### src/rtl/seg_pkg.sv
// -----------------------------------------------------------------------------
// seg_pkg
// Shared definitions for the seven-segment scan path:
//   DEF_N_DIGITS   default number of digits on the shared bus
//   MODE_SCR_UP    mode encoding: scroll toward higher digit index
//   MODE_SCR_DN    mode encoding: scroll toward lower digit index
//   scan_state_t   scan FSM states (blank gap / digit shown)
//   HEX_SEG_TBL    active-low hex glyphs, {dp,g,f,e,d,c,b,a}, dp off
// -----------------------------------------------------------------------------
package seg_pkg;

   localparam int DEF_N_DIGITS = 8;

   localparam logic [1:0] MODE_SCR_UP = 2'b00;
   localparam logic [1:0] MODE_SCR_DN = 2'b10;

   typedef enum logic {
      ST_BLANK = 1'b0,
      ST_SHOW  = 1'b1
   } scan_state_t;

   // Entry n is the glyph for nibble n (entry 15 listed first).
   localparam logic [15:0][7:0] HEX_SEG_TBL = {
      8'h8E, 8'h86, 8'hA1, 8'hC6, 8'h83, 8'h88, 8'h90, 8'h80,
      8'hF8, 8'h82, 8'h92, 8'h99, 8'hB0, 8'hA4, 8'hF9, 8'hC0
   };

endpackage

### src/rtl/seg_hex_decode.sv
// -----------------------------------------------------------------------------
// seg_hex_decode
// Combinational nibble to active-low seven-segment glyph decoder.
// Ports:
//   nib    in  4  hex digit value 0..F
//   seg_n  out 8  active-low segments {dp,g,f,e,d,c,b,a}, dp always 1
// -----------------------------------------------------------------------------
module seg_hex_decode
   import seg_pkg::*;
(
   input  logic [3:0] nib,
   output logic [7:0] seg_n
);

   assign seg_n = HEX_SEG_TBL[nib];

endmodule

### src/rtl/seg_scan_ctrl.sv
// -----------------------------------------------------------------------------
// seg_scan_ctrl
// Owns the digit buffer and time-multiplexes it onto the shared anode/segment
// bus, one digit per slot, with an all-off gap at the start of every slot so
// the previous digit's segments cannot ghost onto the next anode. At each
// frame boundary (digit index wrapping to 0) it either loads a pending buffer
// offered by game logic or scrolls the buffer according to mode.
//
// Build option:
//   SEG_HEX_DECODE_EN  defined   : seg_n carries the decoded hex glyph
//                      undefined : seg_n = {4'hF, nibble} for an external decoder
//
// Ports:
//   clk         in   1            system clock, rising edge
//   rst_n       in   1            asynchronous active-low reset
//   mode        in   2            00 scroll up, 10 scroll down, x1 hold
//   upd_valid   in   1            new buffer offered
//   upd_data    in   4*N_DIGITS   digit k = upd_data[4k+3:4k]
//   upd_ready   out  1            pending slot free
//   an_n        out  N_DIGITS     active-low anodes, bit k = digit k
//   seg_n       out  8            active-low segments {dp,g,f,e,d,c,b,a}
//   frame_tick  out  1            one-cycle pulse after each frame boundary
// -----------------------------------------------------------------------------
module seg_scan_ctrl
   import seg_pkg::*;
#(
   parameter int N_DIGITS   = DEF_N_DIGITS,
   parameter int SCAN_DIV   = 50000,
   parameter int BLANK_CYC  = 16,
   parameter int ROT_FRAMES = 64
) (
   input  logic                    clk,
   input  logic                    rst_n,
   input  logic [1:0]              mode,
   input  logic                    upd_valid,
   input  logic [4*N_DIGITS-1:0]   upd_data,
   output logic                    upd_ready,
   output logic [N_DIGITS-1:0]     an_n,
   output logic [7:0]              seg_n,
   output logic                    frame_tick
);

   localparam int IDX_W = (N_DIGITS > 1)   ? $clog2(N_DIGITS)   : 1;
   localparam int CNT_W = (SCAN_DIV > 1)   ? $clog2(SCAN_DIV)   : 1;
   localparam int ROT_W = (ROT_FRAMES > 1) ? $clog2(ROT_FRAMES) : 1;

   localparam logic [CNT_W-1:0] BLANK_LAST = CNT_W'(BLANK_CYC - 1);
   localparam logic [CNT_W-1:0] SHOW_LAST  = CNT_W'(SCAN_DIV - BLANK_CYC - 1);
   localparam logic [IDX_W-1:0] IDX_LAST   = IDX_W'(N_DIGITS - 1);
   localparam logic [ROT_W-1:0] ROT_LAST   = ROT_W'(ROT_FRAMES - 1);

   scan_state_t state_q, state_d;
   logic [CNT_W-1:0]  cnt_q;
   logic [IDX_W-1:0]  idx_q;
   logic [ROT_W-1:0]  rot_q;
   logic [3:0]        dbuf_q [N_DIGITS];
   logic [4*N_DIGITS-1:0] pend_q;
   logic              pend_full_q;

   logic blank_end, slot_end, boundary, transfer;
   logic [3:0] cur_nib;
   logic [7:0] glyph;
   logic [N_DIGITS-1:0] an_d;
   logic [7:0] seg_d;
   logic [N_DIGITS-1:0] an_n_p1;
   logic [7:0]          seg_n_p1;
   logic                tick_p1;

   assign blank_end = (state_q == ST_BLANK) && (cnt_q == BLANK_LAST);
   assign slot_end  = (state_q == ST_SHOW)  && (cnt_q == SHOW_LAST);
   assign boundary  = slot_end && (idx_q == IDX_LAST);
   assign upd_ready = ~pend_full_q;
   assign transfer  = upd_valid && ~pend_full_q;

   // ---- p0: scan FSM, slot counter and digit index ----
   always_ff @(posedge clk or negedge rst_n) begin
      if (!rst_n) begin
         state_q <= ST_BLANK;
      end else begin
         state_q <= state_d;
      end
   end

   always_comb begin
      state_d = state_q;
      case (state_q)
         ST_BLANK: if (blank_end) state_d = ST_SHOW;
         ST_SHOW:  if (slot_end)  state_d = ST_BLANK;
         default:  state_d = ST_BLANK;
      endcase
   end

   always_ff @(posedge clk or negedge rst_n) begin
      if (!rst_n) begin
         cnt_q <= '0;
         idx_q <= '0;
      end else begin
         // Counter runs per state phase, restarting at each phase change.
         if (blank_end || slot_end) begin
            cnt_q <= '0;
         end else begin
            cnt_q <= cnt_q + CNT_W'(1);
         end
         if (slot_end) begin
            idx_q <= (idx_q == IDX_LAST) ? '0 : idx_q + IDX_W'(1);
         end
      end
   end

   // Pending data holds no control meaning on its own, so it is not reset.
   always_ff @(posedge clk) begin
      if (transfer) begin
         pend_q <= upd_data;
      end
   end

   // Buffer, pending flag and scroll counter; loading a pending buffer wins
   // over scrolling, and mode is only looked at on the boundary cycle.
   always_ff @(posedge clk or negedge rst_n) begin
      if (!rst_n) begin
         for (int k = 0; k < N_DIGITS; k++) begin
            dbuf_q[k] <= 4'(k + 1);
         end
         pend_full_q <= 1'b0;
         rot_q       <= '0;
      end else begin
         if (transfer) begin
            pend_full_q <= 1'b1;
         end
         if (boundary) begin
            if (pend_full_q) begin
               for (int k = 0; k < N_DIGITS; k++) begin
                  dbuf_q[k] <= pend_q[4*k +: 4];
               end
               pend_full_q <= 1'b0;
               rot_q       <= '0;
            end else if (mode == MODE_SCR_UP) begin
               if (rot_q == ROT_LAST) begin
                  dbuf_q[0] <= dbuf_q[N_DIGITS-1];
                  for (int k = 1; k < N_DIGITS; k++) begin
                     dbuf_q[k] <= dbuf_q[k-1];
                  end
                  rot_q <= '0;
               end else begin
                  rot_q <= rot_q + ROT_W'(1);
               end
            end else if (mode == MODE_SCR_DN) begin
               if (rot_q == ROT_LAST) begin
                  dbuf_q[N_DIGITS-1] <= dbuf_q[0];
                  for (int k = 0; k < N_DIGITS-1; k++) begin
                     dbuf_q[k] <= dbuf_q[k+1];
                  end
                  rot_q <= '0;
               end else begin
                  rot_q <= rot_q + ROT_W'(1);
               end
            end
         end
      end
   end

   assign cur_nib = dbuf_q[idx_q];

`ifdef SEG_HEX_DECODE_EN
   seg_hex_decode u_dec (
      .nib   (cur_nib),
      .seg_n (glyph)
   );
`else
   assign glyph = {4'hF, cur_nib};
`endif

   always_comb begin
      an_d  = '1;
      seg_d = 8'hFF;
      if (state_q == ST_SHOW) begin
         an_d[idx_q] = 1'b0;
         seg_d       = glyph;
      end
   end

   // ---- p1: registered bus drive and frame pulse ----
   always_ff @(posedge clk or negedge rst_n) begin
      if (!rst_n) begin
         an_n_p1  <= '1;
         seg_n_p1 <= 8'hFF;
         tick_p1  <= 1'b0;
      end else begin
         an_n_p1  <= an_d;
         seg_n_p1 <= seg_d;
         tick_p1  <= boundary;
      end
   end

   assign an_n       = an_n_p1;
   assign seg_n      = seg_n_p1;
   assign frame_tick = tick_p1;

endmodule
### config.mk
export PLATFORM = sky130hd
export DESIGN_NAME = seg_scan_ctrl
export DESIGN_NICKNAME = d
export VERILOG_FILES = /design/src/rtl/seg_pkg.sv /design/src/rtl/seg_hex_decode.sv /design/src/rtl/seg_scan_ctrl.sv
export SDC_FILE = /design/constraint.sdc
export NUM_CORES = 1
export LEC_CHECK = 0
export ABC_AREA = 1
export CAP_MARGIN = 10
export CELL_PAD_IN_SITES_DETAIL_PLACEMENT = 1
export CELL_PAD_IN_SITES_GLOBAL_PLACEMENT = 1
export CORE_MARGIN = 4
export CORE_UTILIZATION = 39
export DETAILED_ROUTE_END_ITERATION = 8
export HOLD_SLACK_MARGIN = 0.02
export PLACE_DENSITY = 0.77
export RECOVER_POWER = 100
export SYNTH_ARGS = -nofsm -noshare
export SYNTH_HDL_FRONTEND = slang
export SYNTH_SLANG_ARGS = --single-unit
### constraint.sdc
create_clock -name clk -period 3.9 [get_ports clk]
set_clock_uncertainty 0.1 [all_clocks]
set_input_delay 0.585 -clock clk [delete_from_list [all_inputs] [get_ports clk]]
set_output_delay 0.585 -clock clk [all_outputs]
set_load 0.03 [all_outputs]
=== Yosys cells after proc, flatten, opt, wreduce, memory -nomap -nowiden ===
Cells that the tools add are included.

* Bits in registers: 105
* Output and inout bits: 18

* Add/sub/neg operators: 3
* Magnitude comparators: 3
* Equal/unequal tests: 5
* Multiplexer cells: 24
* Bitwise operators: 4
* Reduce and logical (&&, ||, !) cells: 11

{| class="wikitable"
|+ Operators by type and width
! operator !! number
|-
| two-way mux 32 bit || 5
|-
| two-way mux 6 bit || 4
|-
| adder 16 x 1 -> 16 bit (second input constant) || 1
|-
| == test 16 bit (second input constant) || 1
|-
| == test 16 x 4 -> 1 bit (second input constant) || 1
|-
| two-way mux 16 bit || 1
|-
| binary-select mux 4 bit (select 3 bit) || 1
|-
| two-way mux 4 bit || 3
|-
| two-way mux 8 bit || 1
|-
| inverter 8 bit || 1
|-
| adder 6 x 1 -> 6 bit (second input constant) || 1
|-
| == test 6 bit (second input constant) || 1
|-
| two-way mux 1 bit || 6
|-
| logical AND 1 bit || 5
|-
| greater-or-equal comparator 4 bit (second input constant) || 1
|-
| < comparator 3 x 4 -> 1 bit (second input constant) || 1
|-
| inverter 3 -> 4 bit || 1
|-
| adder 3 x 1 -> 3 bit (second input constant) || 1
|-
| demux 1 bit (select 3 bit) || 1
|-
| == test 3 bit (second input constant) || 1
|-
| greater-or-equal comparator 3 x 1 -> 1 bit (second input constant) || 1
|-
| two-way mux 3 bit || 1
|-
| AND reduction 3 bit || 1
|-
| nonzero test 3 bit || 1
|-
| 7 further kinds || 8
|}

=== Depth between registers and ports, before layout ===
Gate-level depths: netlist (run 1).

* Word-level depth: 6
* Gate-level depth with buffers: 10

=== Least setup slack after synthesis (run 1) ===
Ideal clock, no wire load.

* Path kind: reg2reg
* Start point: register pend_full_q
* End point: register pend_q[0], enable pin
* Setup time: 0.387 ns
* Data arrival time: 1.421 ns
* Data required time: 3.413 ns
* Slack: 1.992 ns
* Cell stages (with the launch flop): 4
* Buffers on the path: 0
* Cell sequence: dfrtp_1 inv_1 nand2_1 inv_1

* Cells in the longest elaborated chain, start to end: 2

{| class="wikitable"
|+ Ends and longest elaborated chain
! item !! line !! RTL
|-
| start: declaration || seg_scan_ctrl.sv:58 || <nowiki>logic pend_full_q;</nowiki>
|-
| start signal: assignment || seg_scan_ctrl.sv:124 || <nowiki>pend_full_q <= 1'b0;</nowiki>
|-
| start signal: assignment || seg_scan_ctrl.sv:128 || <nowiki>pend_full_q <= 1'b1;</nowiki>
|-
| start signal: assignment || seg_scan_ctrl.sv:135 || <nowiki>pend_full_q <= 1'b0;</nowiki>
|-
| inverter 1 bit || - ||
|-
| net upd_ready || seg_scan_ctrl.sv:37 || <nowiki>output logic upd_ready,</nowiki>
|-
| logical AND 1 bit || seg_scan_ctrl.sv:73 || <nowiki>assign transfer = upd_valid && ~pend_full_q;</nowiki>
|-
| net transfer || seg_scan_ctrl.sv:60 || <nowiki>logic blank_end, slot_end, boundary, transfer;</nowiki>
|-
| end signal: assignment || seg_scan_ctrl.sv:113 || <nowiki>pend_q <= upd_data;</nowiki>
|-
| end: declaration || seg_scan_ctrl.sv:57 || <nowiki>logic [4*N_DIGITS-1:0] pend_q;</nowiki>
|}

The timed path passes the listed nets, and every way through them passes these cells.
A chain may end at the register's enable or synchronous reset.

=== Final worst setup path (run 1) ===
* Start point: input port upd_valid
* End point: register pend_q[19], enable pin

* Cells in the longest elaborated chain, start to end: 1

{| class="wikitable"
|+ Ends and longest elaborated chain
! item !! line !! RTL
|-
| start: declaration || seg_scan_ctrl.sv:35 || <nowiki>input logic upd_valid,</nowiki>
|-
| logical AND 1 bit || seg_scan_ctrl.sv:73 ||
|-
| net transfer || seg_scan_ctrl.sv:60 ||
|}

The timed path passes the listed nets, and every way through them passes these cells.

==> run_results.csv, run 1 <==
group,metric,value,unit
yosys,synth_area,0.00542,mm^2
run_status,violations,"max-capacitance violations, max-slew violations",
critical_path,cp_cell_sequence,"dlygate4sd3_1, nand2_1, inv_1, clkbuf_1",
critical_path,crit_start,"upd_valid",
clock_network,cts_root_buf,"clkbuf_16",
sta,finalSetupTns,0,ns
critical_path,r2r_end,"pend_q[19]",
critical_path,timing.rr.start,"pend_full_q",
place,place_ws,1.30,ns
detailed_routing,wire_per_inst,16.5,um
layout,area_delta_synth_final,17.3,%
yosys,synthTopCellsByArea,"dfrtp_1 22%, edfxtp_1 18%, nand2_1 14%",
sta,fmax,368,MHz
sta,rsz0062_at_grt,"false",
floorplan,start_util,40.3,%
place,place.gp.congestion,0.803,
sta,hold_viol,0,
sta,period_share,69.7,%
global_route,antenna_found_initial,0,
detailed_routing,first_iter_violations,352,
clock_network,clk_pin_slew_worst_paths,0.07,ns
layout,finalNonFillerCells,888,
critical_path,cpMaxStageDelayCell,"clkbuf_1",
layout,final_common_cell,"nand2_1",
detailed_routing,drc,0,
detailed_routing,via_count,4630,
critical_path,crit_type,"in -> reg",
global_route,grt_max_degree,68,
layout,n_antenna_cell,0,
yosys,seq_area_frac_synth,51.5,%
yosys,synth_area_per_cell,8.16,um^2
floorplan,die_w,126,um
floorplan,die_h,126,um
sta,fin_ws,1.18,ns
detailed_routing,wl_met1,6.72,mm
floorplan,rows,42,
clock_network,ctsHoldBuffers,0,
sta,hold_slack,0.411,ns
layout,seqCellArea,0.00279,mm^2
detailed_routing,vias_per_cell,5.21,
place,place.port_buffers,50,
detailed_routing,drt-total-wl,14.6,mm
global_route,grt_pass1_wl,24.7,mm
floorplan,fp.coreArea,0.0135,mm^2
layout,fin_nets,748,
detailed_routing,top_layer,"met4",
detailed_routing,wl_met2,7.00,mm
hold_path,hp-class,"reg -> reg",
global_route,grt_usage,19.1,%
sta,slew_violations,33,
yosys,synth.top_cell.area_share,21.7,%
clock_network,cts_tree,"done",
floorplan,dieArea,0.0159,mm^2
yosys,ys_ff_latch,104,
run_status,outcome,"finished with violations",
global_route,grt_pass1_vias,4918,
clock_network,cts-resized-gates,0,
run,maxCapViolations,1,
detailed_routing,ant_nets,0,
critical_path,ff2ff_setup_slack,1.38,ns
place,dp.cells,871,
clock_network,cts_inserted_buffers,9,
sta,worst_slew_pin_slew,1.75,ns
clock_network,tritoncts_num_sinks,104,
hold_path,whs_path_depth,1,
detailed_routing,routed-wl-met3,772,um
critical_path,startpoint_type,"primary input",
pwr,power.density,342,mW/mm^2
clock_network,cts_setup_buffers,0,
yosys,yosysTopAreaCell,"dfrtp_1",
layout,layout_common_cells,"197 x nand2_1, 74 x o21ai_0, 73 x inv_1",
pwr,p_leak,2.89,nW
clock_network,cts_buffer_depth,2,
detailed_routing,drtPass1Iterations,5,
yosys,synth_cells,664,
critical_path,critPathMaxStageDelay,1.25,ns
layout,fill_cells,1664,
critical_path,arrival,2.57,ns
global_route,gr-total-overflow,0,
layout,drive_gt1_share,7.16,%
pwr,irDropWorstVdd,0.000301,V
critical_path,critPathCaptureType,"flip-flop",
floorplan,pin_count,55,
critical_path,cp-endpoint,"pend_q[19]",
critical_path,cp.required,3.76,ns
clock_network,htreeDepth,3,
yosys,synth.distinct_cells,30,
yosys,ys_warn_count,0,
critical_path,cp_max_fo,32,
layout,multiInputGateArea,0.00218,mm^2
sta,finalSetupViolations,0,
critical_path,rr_worst_depth,4,
sta,period_needed,2.72,ns
sta,max_slew_margin,-16.5,%
place,dp_hpwl,10.1,mm
clock_network,insertion_delay,0.36,ns
[cells in the mapped netlist]
cell type    n
ha_1         4
buf_4        4
nor2_8       1
inv_1       73
buf_1        3
conb_1       1
nand4_1      9
nand3_4      1
a21oi_1      7
o21bai_1    32
edfxtp_1    32
nand3_1     56
nor2_1      48
nand2_2      2
o221ai_1     1
xnor2_1      1
dfrtp_1     47
buf_2        7
o22a_1       1
buf_6        3
nor2_4       2
nand2_1    197
o211ai_1     6
nor3_1       4
nor2_2       1
clkbuf_1    14
inv_2        1
xor2_1       7
dfstp_2     25
o21ai_0     74
[stage by stage]
stage,cell area (um^2),power (mW),util (%)
finish,6360,2.17,47.3
global route,6360,2.24,47.3
CTS,6370,2.20,47.4
detailed placement,6060,1.22,45.0
global placement,6060,1.21,45.0
floorplan,5430,1.16,-
[power by group]
group	total, mW	switching, mW	internal, mW
logic	0.0640	0.0356	0.0284
clock network	0.984	0.417	0.567
registers	1.13	0	1.13
total	2.17	0.452	1.72
[worst min-delay path by stage]
stage | start | end | slack, ns
2_1_floorplan | rst_n | cnt_q[0] | 0.19
3_3_place_gp | cnt_q[0] | cnt_q[0] | 0.39
3_5_place_dp | rot_q[4] | rot_q[4] | 0.40
4_1_cts | rst_n | cnt_q[2] | 0.39
5_1_grt | cnt_q[0] | cnt_q[0] | 0.45
6_report | cnt_q[0] | cnt_q[0] | 0.41
[cell type report]
type,instances,share of cell area (%)
Sequential cell,104,43.9
Multi-Input combinational cell,458,34.3
Timing Repair Buffer,60,8.97
Inverter,74,4.37
Clock buffer,12,3.72
Tap cell,176,3.46
Clock inverter,4,1.22
[flip-flops by register name, indices dropped and copies added (netlist names)]
| signal | flops |
|---|---|
| pend_full_q | 1 |
| dbuf_q | 32 |
| idx_q | 3 |
| seg_n | 4 |
| cnt_q | 16 |
| pend_q | 32 |
| an_n | 8 |
| rot_q | 6 |
| state_q | 1 |
| frame_tick | 1 |
[layer usage]
metal	vias to the layer above	track usage (%)
li1	2227	-
met1	2283	25.0
met2	106	32.1
met3	14	4.83
met4	0	4.61
met5	-	0
[cells by family (layout without fill, tap and decap cells)]
logic type	Yosys count	after routing	synth area share (%)
adders and majority gates	4	4	0.923
AOI/OAI and AO/OA	121	121	13.1
buffers and inverters	105	150	8.12
and+or+nand+nor	321	321	25.0
DFF	104	104	51.5
xor gates and xnor gates	8	8	1.29
other	1	4	0.0692
[worst max-delay path: cells and delay by family]
kind                   cells  cell delay (ns)
buffers and inverters      3             1.87
AND/OR/NAND/NOR            1             0.08
Power figures use the tool's default switching activity.
==> inputs of run 2 (changes only) <==
--- a/config.mk
+++ b/config.mk
@@ -13,7 +13,7 @@
 export CORE_UTILIZATION = 39
 export DETAILED_ROUTE_END_ITERATION = 8
 export HOLD_SLACK_MARGIN = 0.02
-export PLACE_DENSITY = 0.77
+export PLACE_DENSITY = 0.8
 export RECOVER_POWER = 100
 export SYNTH_ARGS = -nofsm -noshare
 export SYNTH_HDL_FRONTEND = slang
==> constraint.sdc (replaced) <==
create_clock -name clk -period 2.4 [get_ports clk]
set_clock_uncertainty 0.1 [all_clocks]
set_input_delay 0.36 -clock clk [delete_from_list [all_inputs] [get_ports clk]]
set_output_delay 0.36 -clock clk [all_outputs]
set_load 0.03 [all_outputs]
==> run_results.csv, run 2 (synthesized netlist as in run 1, its figures left out) <==
group,metric,value,unit
critical_path,timing.rr.start,"cnt_q[0]",
global_route,grt_max_degree,68,
run_status,outcome,"complete, no violations",
layout,layout_common_cells,"197 x nand2_1, 74 x o21ai_0, 73 x inv_1",
floorplan,rows,42,
clock_network,htreeDepth,3,
sta,hold_slack,0.407,ns
global_route,grt_pass1_vias,5049,
critical_path,cpMaxStageDelayCell,"dlygate4sd3_1",
detailed_routing,via_count,4656,
critical_path,crit_type,"reg -> out",
pwr,p_leak,2.91,nW
clock_network,insertion_delay,0.35,ns
place,dp_hpwl,10.3,mm
layout,n_antenna_cell,0,
sta,fmax,475,MHz
detailed_routing,ant_nets,0,
layout,fin_nets,754,
clock_network,cts_buffer_depth,2,
hold_path,whs_path_depth,1,
layout,final_common_cell,"nand2_1",
pwr,finalPower,3.31,mW
sta,rsz0062_at_grt,"false",
critical_path,critPathMaxStageDelay,0.76,ns
floorplan,start_util,40.3,%
critical_path,critPathTopFamily,"buffers and inverters",
place,place.port_buffers,50,
clock_network,cts-resized-gates,0,
detailed_routing,drc,0,
critical_path,ff2ff_setup_slack,0.36,ns
global_route,gr-total-overflow,0,
detailed_routing,wire_per_inst,16.1,um
detailed_routing,first_iter_violations,318,
clock_network,cts_tree,"done",
global_route,grt_pass1_wl,25.2,mm
pwr,p_sw_share,21.6,%
global_route,antenna_found_initial,0,
sta,finalSetupViolations,0,
floorplan,die_h,126,um
detailed_routing,vias_per_cell,5.21,
layout,area_delta_synth_final,17.8,%
sta,period_needed,2.11,ns
detailed_routing,drtPass1Iterations,4,
detailed_routing,drt-total-wl,14.4,mm
critical_path,cp.required,1.94,ns
clock_network,clk_pin_slew_worst_paths,0.07,ns
critical_path,arrival,1.65,ns
place,dp.cells,877,
sta,hold_viol,0,
pwr,comb_power_share,3.1,%
sta,finalSetupTns,0,ns
floorplan,fp.coreArea,0.0135,mm^2
hold_path,hp-class,"reg -> reg",
critical_path,cp_max_fo,6,
sta,worst_slew_pin_slew,0.882,ns
floorplan,pin_count,55,
pwr,p_int,2.59,mW
critical_path,cp_cell_sequence,"inv_1, dlygate4sd3_1",
hold_path,hold_end,"cnt_q[0]",
clock_network,cts_setup_buffers,0,
layout,final_core_util,47.5,%
critical_path,r2r_end,"dbuf_q[21]",
pwr,power.density,518,mW/mm^2
layout,fill_cells,1650,
global_route,grt_usage,19.3,%
layout,drive_gt1_share,8.36,%
pwr,irDropWorstVdd,0.000331,V
run,maxCapViolations,0,
critical_path,crit_buf_inv,2,
pwr,p_switching,0.713,mW
sta,period_share,87.8,%
clock_network,cts_root_buf,"clkbuf_16",
layout,finalNonFillerCells,894,
sta,slew_violations,0,
critical_path,rr_worst_depth,8,
hold_path,hp-start,"cnt_q[0]",
critical_path,startpoint_type,"flip-flop",
place,place.gp.congestion,0.841,
pwr,p_clk_share,41.6,%
critical_path,critPathCaptureType,"primary output",
sta,max_slew_margin,41.2,%
clock_network,cts_inserted_buffers,9,
layout,reg_top3,"dbuf_q (32), pend_q (32), cnt_q (16)",
pwr,seqPwrFrac,55.3,%
floorplan,dieArea,0.0159,mm^2
floorplan,die_w,126,um
clock_network,tritoncts_num_sinks,104,
-- run 2: cell types whose count changed in the layout (fill, tap and decap cells not counted), moves of 2 or more --
cell and change:
clkbuf_2 +2, clkbuf_4 +2, clkinv_2 +2, buf_4 +3
bufinv_16 -2, clkbuf_1 -2
-- run 2: power groups by stage --
stage               clock network [mW]  logic (mW)  registers (mW)
CTS                               1.42       0.119            1.83
finish                            1.37       0.103            1.83
global route                      1.48       0.114            1.83
global placement                     0       0.116            1.86
floorplan                            0      0.0261            1.86
detailed placement                   0       0.118            1.86
-- run 2: area by class of cell --
cell class	instances	area [um^2]	share of cell area, %
flip-flops and latches	104	2800	43.8
repair buffers	66	633	9.92
well taps	176	220	3.45
clock inverters	3	18.8	0.294
inverters	74	278	4.35
clock buffers	13	244	3.82
multi-input cells	458	2200	34.4
-- run 2: what timing repair did --
item | CTS | global route
endpoints found under the setup margin | 0 | 0
hold buffers | 1 | 0
hold endpoints to repair | 9 | 0
-- run 2: routing by layer --
metal / up-vias / track usage [%] / share of wire (%)
met3: 12 / 3.77 / 4.4
met1: 2301 / 25.6 / 46
met5: - / 0 / 0
met2: 97 / 32.1 / 49
met4: 0 / 5.68 / 1.1
li1: 2246 / - / -
-- run 2: worst register-to-register path, cell delays in order, from the launching register on --
cell and delay, ns:
dfrtp_1 0.40, ha_1 0.22, nand3_1 0.17, nor2_1 0.32, nand3_4 0.17, nor2_8 0.18, buf_12 0.20, nand3_1 0.13
nand2_1 0.09
-- run 2: worst max-delay path by stage --
stage | startpoint | endpoint | depth (start not counted)
floorplan | pend_full_q | pend_q[0] | 3
global placement | mode[1] | dbuf_q[1] | 8
detailed placement | mode[0] | dbuf_q[1] | 8
CTS | pend_full_q | upd_ready | 2
global route | rst_n | dbuf_q[19] | 3
finish | pend_full_q | upd_ready | 2
-- run 2: per-stage QoR --
step | area [um^2] | worst slack (ns)
after floorplan | 5430 | 0.492
after global placement | 6140 | 0.531
after detailed placement | 6140 | 0.433
after CTS | 6410 | 0.337
after global routing | 6380 | 0.182
final | 6380 | 0.294
==> inputs of run 3 (changes only) <==
--- a/config.mk
+++ b/config.mk
@@ -11,7 +11,9 @@
 export CELL_PAD_IN_SITES_GLOBAL_PLACEMENT = 1
 export CORE_MARGIN = 4
 export CORE_UTILIZATION = 39
+export CTS_CLUSTER_DIAMETER = 150
 export DETAILED_ROUTE_END_ITERATION = 8
+export GPL_ROUTABILITY_DRIVEN = 0
 export HOLD_SLACK_MARGIN = 0.02
 export PLACE_DENSITY = 0.8
 export RECOVER_POWER = 100
==> results of run 3 <==
Same layout as run 2: the final DEF is identical, and so are final timing and power.
